$ cat src/rtl/mod_counter.sv
// -----------------------------------------------------------------------------
// mod_counter
//
// Parametrised modulo up/down counter. One stage of a programmable divider or
// one digit of a multi-digit chain. Counts 0..MAX_COUNT, either wrapping at the
// limits (WRAP_MODE=1) or saturating there (WRAP_MODE=0).
//
// Parameters:
//   WIDTH      bit width of the count register (1..16)
//   MAX_COUNT  largest count value (1..2^WIDTH-1); modulus is MAX_COUNT+1
//   WRAP_MODE  1 = wrap at the limits, 0 = saturate at the limits
//
// Ports:
//   clk       in   rising-edge clock
//   rst       in   asynchronous active-high reset
//   en        in   count enable, one step per edge while high
//   dir       in   1 = up, 0 = down
//   clr       in   synchronous clear (highest priority)
//   load      in   synchronous parallel load (clamped to MAX_COUNT)
//   load_val  in   value to load
//   count     out  registered count
//   tc        out  combinational terminal count (drives next stage's en)
//   wrap      out  registered one-cycle pulse after a wrapping step
// -----------------------------------------------------------------------------
module mod_counter #(
    parameter int WIDTH     = 4,
    parameter int MAX_COUNT = 9,
    parameter int WRAP_MODE = 1
) (
    input  logic             clk,
    input  logic             rst,
    input  logic             en,
    input  logic             dir,
    input  logic             clr,
    input  logic             load,
    input  logic [WIDTH-1:0] load_val,
    output logic [WIDTH-1:0] count,
    output logic             tc,
    output logic             wrap
);

    localparam logic [WIDTH-1:0] MAX_V  = WIDTH'(MAX_COUNT);
    localparam logic [WIDTH-1:0] ZERO_V = '0;
    localparam logic [WIDTH-1:0] ONE_V  = WIDTH'(1);
    localparam bit               WRAP_EN = (WRAP_MODE != 0);

    logic [WIDTH-1:0] count_q;
    logic [WIDTH-1:0] count_d;
    logic             wrap_q;
    logic             wrap_d;
    logic             at_max;
    logic             at_zero;

    // Limits are MAX_COUNT and 0, never 2^WIDTH, so the register never
    // holds a value above MAX_COUNT.
    assign at_max  = (count_q == MAX_V);
    assign at_zero = (count_q == ZERO_V);

    // Next-state: clr > load > en > hold. wrap_d defaults low so the pulse
    // lasts exactly one cycle unless another wrap follows immediately.
    always_comb begin
        count_d = count_q;
        wrap_d  = 1'b0;
        if (clr) begin
            count_d = ZERO_V;
        end else if (load) begin
            // Over-range load values clamp rather than alias.
            count_d = (load_val > MAX_V) ? MAX_V : load_val;
        end else if (en) begin
            if (dir) begin
                if (!at_max) begin
                    count_d = count_q + ONE_V;
                end else if (WRAP_EN) begin
                    count_d = ZERO_V;
                    wrap_d  = 1'b1;
                end
            end else begin
                if (!at_zero) begin
                    count_d = count_q - ONE_V;
                end else if (WRAP_EN) begin
                    count_d = MAX_V;
                    wrap_d  = 1'b1;
                end
            end
        end
    end

    always_ff @(posedge clk or posedge rst) begin
        if (rst) begin
            count_q <= ZERO_V;
            wrap_q  <= 1'b0;
        end else begin
            count_q <= count_d;
            wrap_q  <= wrap_d;
        end
    end

    // Terminal count is purely combinational so a cascaded stage steps on the
    // same edge this stage wraps. It ignores clr/load and is active in both
    // wrap and saturate modes.
    assign tc    = en & ((dir & at_max) | (~dir & at_zero));
    assign count = count_q;
    assign wrap  = wrap_q;

endmodule

$ cat config.mk
export PLATFORM = sky130hd
export DESIGN_NAME = mod_counter
export DESIGN_NICKNAME = d
export VERILOG_FILES = /design/src/rtl/mod_counter.sv
export SDC_FILE = /design/constraint.sdc
export NUM_CORES = 1
export LEC_CHECK = 0
export ABC_AREA = 0
export CAP_MARGIN = 10
export CORE_AREA = 5 5 42 44
export CTS_CLUSTER_DIAMETER = 100
export DETAILED_ROUTE_END_ITERATION = 12
export DIE_AREA = 0 0 47 49
export PLACE_DENSITY = 0.57
export SYNTH_ARGS = -nofsm -noshare
export SYNTH_HDL_FRONTEND = slang
export SYNTH_SLANG_ARGS = --single-unit
$ cat constraint.sdc
create_clock -name clk -period 2.4 [get_ports clk]
set_clock_uncertainty 0.1 [all_clocks]
set_input_delay 0.48 -clock clk [delete_from_list [all_inputs] [get_ports clk]]
set_output_delay 0.48 -clock clk [all_outputs]
set_load 0.05 [all_outputs]
==> results.json <==
{
  "layout_worst_path_cycle_share_pct": 96.2,
  "layout-drive-gt1-share_pct": 15.2,
  "ys_types": 27,
  "ys_seq_elements": 5,
  "p_clk_share_pct": 31.5,
  "cts_made_buffers": 3,
  "netSwitchingFraction_pct": 31.7,
  "netlist.area_leader.share_pct": 32.3,
  "grt_usage_pct": 10.4,
  "area_growth_pct": 58.4,
  "place.gp.congestion": 0.777,
  "ys_seq_area_share_pct": 32.3,
  "root_buffer": "clkbuf_4",
  "die_width_um": 47,
  "max_stage_delay_ns": 0.41,
  "synth_commonest_cells": "5 x dfrtp_1, 4 x inv_1, 3 x a21oi_1, 3 x or3_1, 3 x xnor2_1",
  "endpoint_kind": "output pin",
  "vias_per_cell": 5.24,
  "fmax_mhz": 433,
  "grt_max_degree": 10,
  "gr-usage-met1_pct": 13.9,
  "async_flop_share_pct": 100,
  "postSynthCellCount": 45,
  "placed_cell_area_um2": 587,
  "rows": 14,
  "dp_hpwl_um": 824,
  "path_clk_slew_ns": 0.04,
  "critPathKind": "input pin to output pin",
  "outcome": "complete, no violations",
  "io_buffers": 15,
  "drcViolationCount": 0,
  "insertion_delay_ns": 0.24,
  "cts_sinks": 5,
  "start_util_pct": 27.7,
  "die_h_um": 49,
  "met2_usage_pct": 15.2,
  "clock_path_buffers": 2,
  "h-tree-depth": 1,
  "core-area_um2": 1400,
  "ctsHoldBuffers": 0,
  "syn_nets": 55,
  "irDropWorstVdd_uv": 177,
  "grt_antenna_before_repair": 0,
  "worstMarginPinSlew_ns": 0.501,
  "yosys-top-cells-area": "dfrtp_1 32%, xnor2_1 6.8%, or3_1 4.8%",
  "p_leak_nw": 0.241,
  "grt_pass1_vias": 423,
  "period_minus_slack_ns": 2.31,
  "seq_area_um2": 125,
  "synth_area_per_cell_um2": 8.62,
  "first_pass_iters": 4,
  "critPathSlowestCell": "clkdlybuf4s50_1",
  "totalPowerFinal_mw": 0.301,
  "drt_iter0_markers": 13,
  "grt.busiest_layer": "met2",
  "fin_area_um2": 614,
  "cp.required_ns": 1.82,
  "fin_tns_setup_ns": 0,
  "grt_setup_unrepaired": "false",
  "antennaDiodeCount": 0,
  "grt_overflow_total": 0,
  "ios": 16,
  "power_switching_mw": 0.0953,
  "crit_chain": "clkdlybuf4s50_1 -> or3_1 -> a21oi_1 -> and3b_2 -> buf_12",
  "dieArea_um2": 2300,
  "arrival_ns": 1.73,
  "netlist_area_um2": 388,
  "final_util_pct": 43.8,
  "num_vias": 430,
  "synth-edff-count": 0,
  "ant_nets": 0,
  "multiInputGateArea_um2": 230,
  "start_kind": "input pin",
  "p_int_mw": 0.206,
  "hold_class": "input pin to async pin",
  "drt_wl_total_um": 1060,
  "n_fill_cell": 151,
  "hold_violations": 0,
  "nets": 77,
  "seqPwrFrac_pct": 31.9,
  "use_met3_pct": 0.738,
  "synth_top_cell_by_area": "dfrtp_1",
  "wl_per_cell_um": 13.0,
  "synth_most_common_cell": "dfrtp_1",
  "grt_pass1_wl_um": 1780,
  "drv_cap": 0,
  "max_slew_margin_pct": 66.5,
  "finalSetupViolCount": 0,
  "synth_ff_type": "dfrtp_1",
  "p_per_area_nw_per_um2": 490,
  "final_max_slew_viol_count": 0,
  "cts_tree": "done",
  "p_comb_share_pct": 36.6,
  "cp_max_fo": 2,
  "yosys_warnings": 0
}
-- power by group through the flow --
stage | combinational, mW | sequential (mW) | clock, mW
global placement | 0.109 | 0.0974 | 0
CTS | 0.110 | 0.0960 | 0.0984
detailed placement | 0.109 | 0.0971 | 0
global route | 0.119 | 0.0970 | 0.106
floorplan | 0.0448 | 0.115 | 0
finish | 0.110 | 0.0960 | 0.0948
-- layout by cell type (no fill, tap or decap), types with 2 or more instances in the layout --
cell | Yosys | layout
clkdlybuf4s50_1 | 0 | 14
or3_1 | 3 | 3
buf_4 | 0 | 5
xnor2_1 | 3 | 3
a311oi_1 | 2 | 2
dfrtp_1 | 5 | 5
o21ai_0 | 2 | 2
inv_1 | 4 | 4
clkbuf_4 | 0 | 3
a21oi_1 | 3 | 3
nor3b_1 | 2 | 2
nand3_1 | 2 | 2
-- cell type report --
cell class | instances | area share (%)
Multi-Input combinational cell | 33 | 37.5
Sequential cell | 5 | 20.4
Inverter | 4 | 2.44
Tap cell | 16 | 3.26
Timing Repair Buffer | 20 | 32.2
Clock buffer | 4 | 4.28
-- worst paths after layout --
check	end	slack [ns]	startpoint	depth (start not counted)
hold / removal	count[0]	0.35	rst	2
setup / recovery	tc	0.09	dir	5
setup reg to reg	count[2]	0.60	count[0]	5
hold reg to reg	count[2]	0.62	count[2]	2
max in group asynchronous	count[3]	1.68	rst	2
min in group clk	count[2]	0.62	count[2]	2
-- layer usage --
layer,vias up,routed length (µm)
li1,207,-
met1,205,496
met2,16,472
met3,2,77
met4,0,18
met5,-,0
-- registers in the layout, summed over array words and instances (netlist names) --
name   count
count      4
wrap       1
-- worst max-delay path: cells and delay by family --
kind,cells,cell delay (ns)
buf+inv,2,0.55
simple gates,2,0.54
compound gates,1,0.16
-- cell families (layout without fill, tap and decap cells) --
kind of cell | after synthesis | after routing | share of synthesized area (%)
AOI/OAI and AO/OA | 12 | 12 | 21.3
and+or+nand+nor | 17 | 17 | 28.7
buffers and inverters | 7 | 28 | 8.71
DFF | 5 | 5 | 32.3
xor gates and xnor gates | 4 | 4 | 9.03
-- repair_timing --
action,CTS,global route
resized for setup,0,1
endpoints found under the hold margin,0,0
setup endpoints to repair,0,1
setup buffers,0,0
-- metrics by stage --
step	std cells	worst slack, ns	hold slack, ns
2_1_floorplan	45	0.0592	0.159
5_1_grt	82	0.00267	0.364
3_5_place_dp	78	0.0664	0.600
4_1_cts	82	0.0636	0.344
6_report	82	0.0909	0.347
3_3_place_gp	78	0.0602	0.586
No activity file was read; power rests on OpenSTA's default activity.
==> RTL change 1 (same flow settings) <==
Make the reset (`rst`) synchronous in one clocked block. Comments in the files are not updated.
--- a/src/rtl/mod_counter.sv
+++ b/src/rtl/mod_counter.sv
@@ -86,5 +86,5 @@
     end
 
-    always_ff @(posedge clk or posedge rst) begin
+    always_ff @(posedge clk) begin
         if (rst) begin
             count_q <= ZERO_V;
Behaviour: differs if rst is asserted again (counterexample within 4 cycles, from zero or initial values and one cycle with rst high); with rst held inactive, the same outputs for 10 cycles.
==> RTL change 1 against the original RTL <==
Routed wire length down 5.5%; worst setup slack worse by 0.022 ns; design area up 1.2%; combinational power down 22%; power down 7.2%; sequential cell count unchanged; synthesized area up 2.9%; critical path depth down 1; clock power up 7%; synthesized cell count up 8.9%.
==> RTL change 1: results (changes against the original RTL) <==
Pwr
  • Leak: 0.228 nW (-5.4%)
  • Peak supply drop: 248 µV (+40%)

Logic synthesis
  • Commonest cells post-synth: 5 x dfxtp_1, 5 x nand2_1, 3 x inv_1, 3 x nand2b_1
  • Ranking of synthesized cells by area: dfxtp_1 25%, buf_6 5.6%, o311a_1 5.0%, nand2_1 4.7%, nand2b_1 4.7%
  • Syn Nets: 59 (+7.3%)
  • Synth Flop Type: dfxtp_1
  • Seq/Total Area, Yosys: 25.1% (-7.2 points)
  • Post-synth cell types: 28 (+3.7%)
  • Fraction of registers with async set/reset: 0% (-100 points)
  • Compound-Gate Fraction of Synth Area: 32.9% (+12 points)
  • Synth Area in XOR/XNOR: 6.58% (-2.4 points)

Run status
  • Status: finished, final reports clean

Global route
  • Gr usage total: 10.6% (+0.18 points)
  • Largest net degree at the start of global routing: 11 (+1)
  • First-pass GRT wire length: 1660 µm (-6.6%)
  • Vias in the first global route: 381 (-9.9%)

Layout
  • Ratio of cells with drive above 1 in the final layout: 17.6% (+2.5 points)
  • Final nets: 79 (+2.6%)
  • Final-layout fill cell count: 148 (-2.0%)

Placed design
  • Placed cell areas: 572 µm² (-2.6%)
  • RePlAce Congestion: 0.717 (-7.7%)
  • Post-DP HPWL: 767 µm (-6.9%)

Critical path
  • Reg2Reg Depth: 3 (-2)
  • Worst R2R Setup Slack: 0.92 ns (+0.32 ns)
  • Worst path arrival time: 1.75 ns (+0.02 ns)
  • Slowest stage delay, CP: 0.44 ns (+0.03 ns)
  • Worst reg2reg startpoint: count[3]

Detailed routing
  • Vias per cell: 5.00 (-4.7%)
  • DRT iter0 DRCs: 5 (-8)

Hold path
  • Worst hold path class: register to register

Timing
  • Worst slew pin tran: 0.499 ns (-0.00206 ns)
RTL change 1: where the power goes:
group	total [mW]	switching [mW]	internal [mW]
clock	0.101	0.0377	0.0631
sequential	0.0924	0.00579	0.0867
combinational	0.0862	0.0420	0.0442
RTL change 1: metal layers:
layer	wire, µm	global-route usage [%]	vias up
li1	-	-	217
met1	413	12.1	186
met2	488	14.7	13
met3	88	6.64	4
met4	14	5.53	0
met5	0	0	-
RTL change 1: final cells by class:
| type | instances | share of cell area [%] |
|---|---|---|
| inverter | 3 | 1.81 |
| sequential | 5 | 16.1 |
| multi-input combinational | 37 | 43.5 |
| clock buffer | 4 | 4.23 |
| tap | 16 | 3.22 |
| timing repair buffer | 19 | 31.2 |
RTL change 1: worst min-delay path, delay by kind of cell (launching register included):
family	cells	cell delay [ns]
compound gates	2	0.15
buf+inv	1	0.09
flops	1	0.35
RTL change 1: timing repair:
item	4_1_cts	5_1_grt
setup buffers	0	1
endpoints found under the setup margin	0	1
hold buffers	0	0
resized for setup	0	3
RTL change 1: stage by stage:
stage / util, % / setup slack, ns / hold slack (ns) / std cells / total power, mW
2_1_floorplan: - / 0.00302 / 0.549 / 49 / 0.142
3_3_place_gp: 40.8 / 0.0596 / 0.535 / 79 / 0.175
3_5_place_dp: 40.8 / 0.0270 / 0.545 / 79 / 0.175
4_1_cts: 42.7 / 0.0250 / 0.554 / 83 / 0.279
5_1_grt: 44.4 / 0.0162 / 0.631 / 84 / 0.298
6_report: 44.4 / 0.0687 / 0.543 / 84 / 0.279
RTL change 1: worst min path at each step:
stage	startpoint	endpoint	cells after the start
after global placement	count[1]	count[1]	3
after detailed placement	count[1]	count[1]	3
after global routing	count[1]	count[1]	3
final	count[1]	count[1]	3
after CTS	count[1]	count[1]	3
after floorplan	load_val[0]	count[0]	1
==> RTL change 2 (config.mk and constraints unchanged) <==
Without the edit above. Change the parameter `WRAP_MODE` from 1 to 0. Comments in the files are not updated.
--- a/src/rtl/mod_counter.sv
+++ b/src/rtl/mod_counter.sv
@@ -26,5 +26,5 @@
     parameter int WIDTH     = 4,
     parameter int MAX_COUNT = 9,
-    parameter int WRAP_MODE = 1
+    parameter int WRAP_MODE = 0
 ) (
     input  logic             clk,
Formal check against the unedited RTL: not equivalent (a bounded check fails within 4 cycles, from zero or initial values and one cycle with rst high).
==> RTL change 2 against the original RTL <==
Routed wire length down 7.8%; synthesized cell count up 6.7%; worst setup slack better by 0.064 ns; die area unchanged; register-to-register slack worse by 0.04 ns; sequential cell count down 1; fmax up 2.9%; power down 3.3%; global-route usage down 1.6 points; design area down 0.41%; synthesized area up 1.6%; sequential power down 15%.
==> RTL change 2: results (changes against the original RTL) <==
Run status
  • Status: finished, final reports clean

Hold path
  • Worst hold path class: input pin to async pin

Logic synthesis
  • Ranking of synthesized cells by area: dfrtp_1 25%, inv_1 6.7%, nor2_1 6.7%, ha_1 6.3%, a21oi_1 5.1%
  • Post-synth cell types: 23 (-15%)
  • Syn Nets: 61 (+11%)
  • Seq/Total Area, Yosys: 25.4% (-6.9 points)
  • Commonest cells post-synth: 7 x inv_1, 7 x nor2_1, 4 x a21oi_1, 4 x dfrtp_1
  • Syn_area_per_cell: 8.21 µm² (-4.7%)

Placed design
  • Placed cell areas: 589 µm² (+0.43%)
  • IO Port Bufs: 14 (-1)
  • Placed cell count: 81 (+3.8%)
  • Place WS: -0.0472 ns (-0.114 ns)
  • Post-DP HPWL: 804 µm (-2.4%)
  • RePlAce Congestion: 0.728 (-6.3%)

Critical path
  • Worst path arrival time: 1.67 ns (-0.06 ns)
  • Crit-path max FO: 3 (+1)
  • Slowest stage delay, CP: 0.47 ns (+0.06 ns)

Global route
  • Vias in the first global route: 349 (-17%)
  • Gr usage total: 8.77% (-1.6 points)
  • Largest net degree at the start of global routing: 9 (-1)
  • First-pass GRT wire length: 1440 µm (-19%)

Pwr
  • Peak supply drop: 386 µV (+120%)
  • Leak: 0.276 nW (+15%)

Detailed routing
  • DR pass1 iterations: 3 (-1)
  • DRT iter0 DRCs: 3 (-10)
  • DR vias: 392 (-8.8%)
  • Mean routed wirelength per cell: 11.7 µm (-10%)

Layout
  • Final nets: 83 (+7.8%)
  • Ratio of cells with drive above 1 in the final layout: 20.6% (+5.4 points)
  • Final cell count without fillers: 84 (+2.4%)

Clock tree
  • CTS max path bufs: 2 (unchanged)
  • H-tree levels: 1 (unchanged)
  • # resized after CTS: 0 (unchanged)

Timing
  • Slew HR: 66.6% (about the same)
-- RTL change 2: cell types whose count changed after synthesis, moves of 2 or more --
cell	change
nor3b_1	-2
inv_1	+3
clkbuf_1	-2
nor2_1	+6
ha_1	+2
or3_1	-3
nor3_1	+2
o21ai_0	-2
xnor2_1	-2
-- RTL change 2: final timing paths --
kind                       startpoint       end  slack, ns  depth (start not counted)
setup reg to reg             count[2]  count[3]       0.56                          5
hold / removal                    rst  count[0]       0.33                          2
min in group clk             count[3]  count[3]       0.58                          2
setup / recovery                  dir        tc       0.15                          6
hold reg to reg              count[3]  count[3]       0.58                          2
max in group asynchronous         rst  count[3]       1.72                          2
-- RTL change 2: power breakdown --
part	internal, mW	switching (mW)	total [mW]	leakage, nW
sequential	0.0736	0.00816	0.0817	0.0520
clock	0.0557	0.0245	0.0803	0.0138
combinational	0.0590	0.0701	0.129	0.210
total	0.188	0.103	0.291	0.276
-- RTL change 2: layer usage --
metal,routed length (µm),global-route usage [%],up-vias
met4,0,2.76,0
met5,0,0,-
li1,-,-,212
met1,457,10.5,169
met3,60,4.80,0
met2,464,13.1,11
-- RTL change 2: cells by family (layout without fill, tap and decap cells) --
family	count (synthesis)	in the layout	share of synthesized area, %
simple gates	18	18	23.8
compound gates	12	12	26.4
fa+ha+maj	3	3	11.4
xor+xnor	1	1	2.22
other cells	1	1	0.951
buf+inv	9	29	9.84
flops	4	4	25.4
-- RTL change 2: area by class of cell --
type / count / area, µm²
fillers: 153 / 790
multi-input cells: 35 / 255
repair buffers: 19 / 188
flip-flops and latches: 4 / 100
inverters: 7 / 26.3
clock buffers: 3 / 22.5
well taps: 16 / 20.0
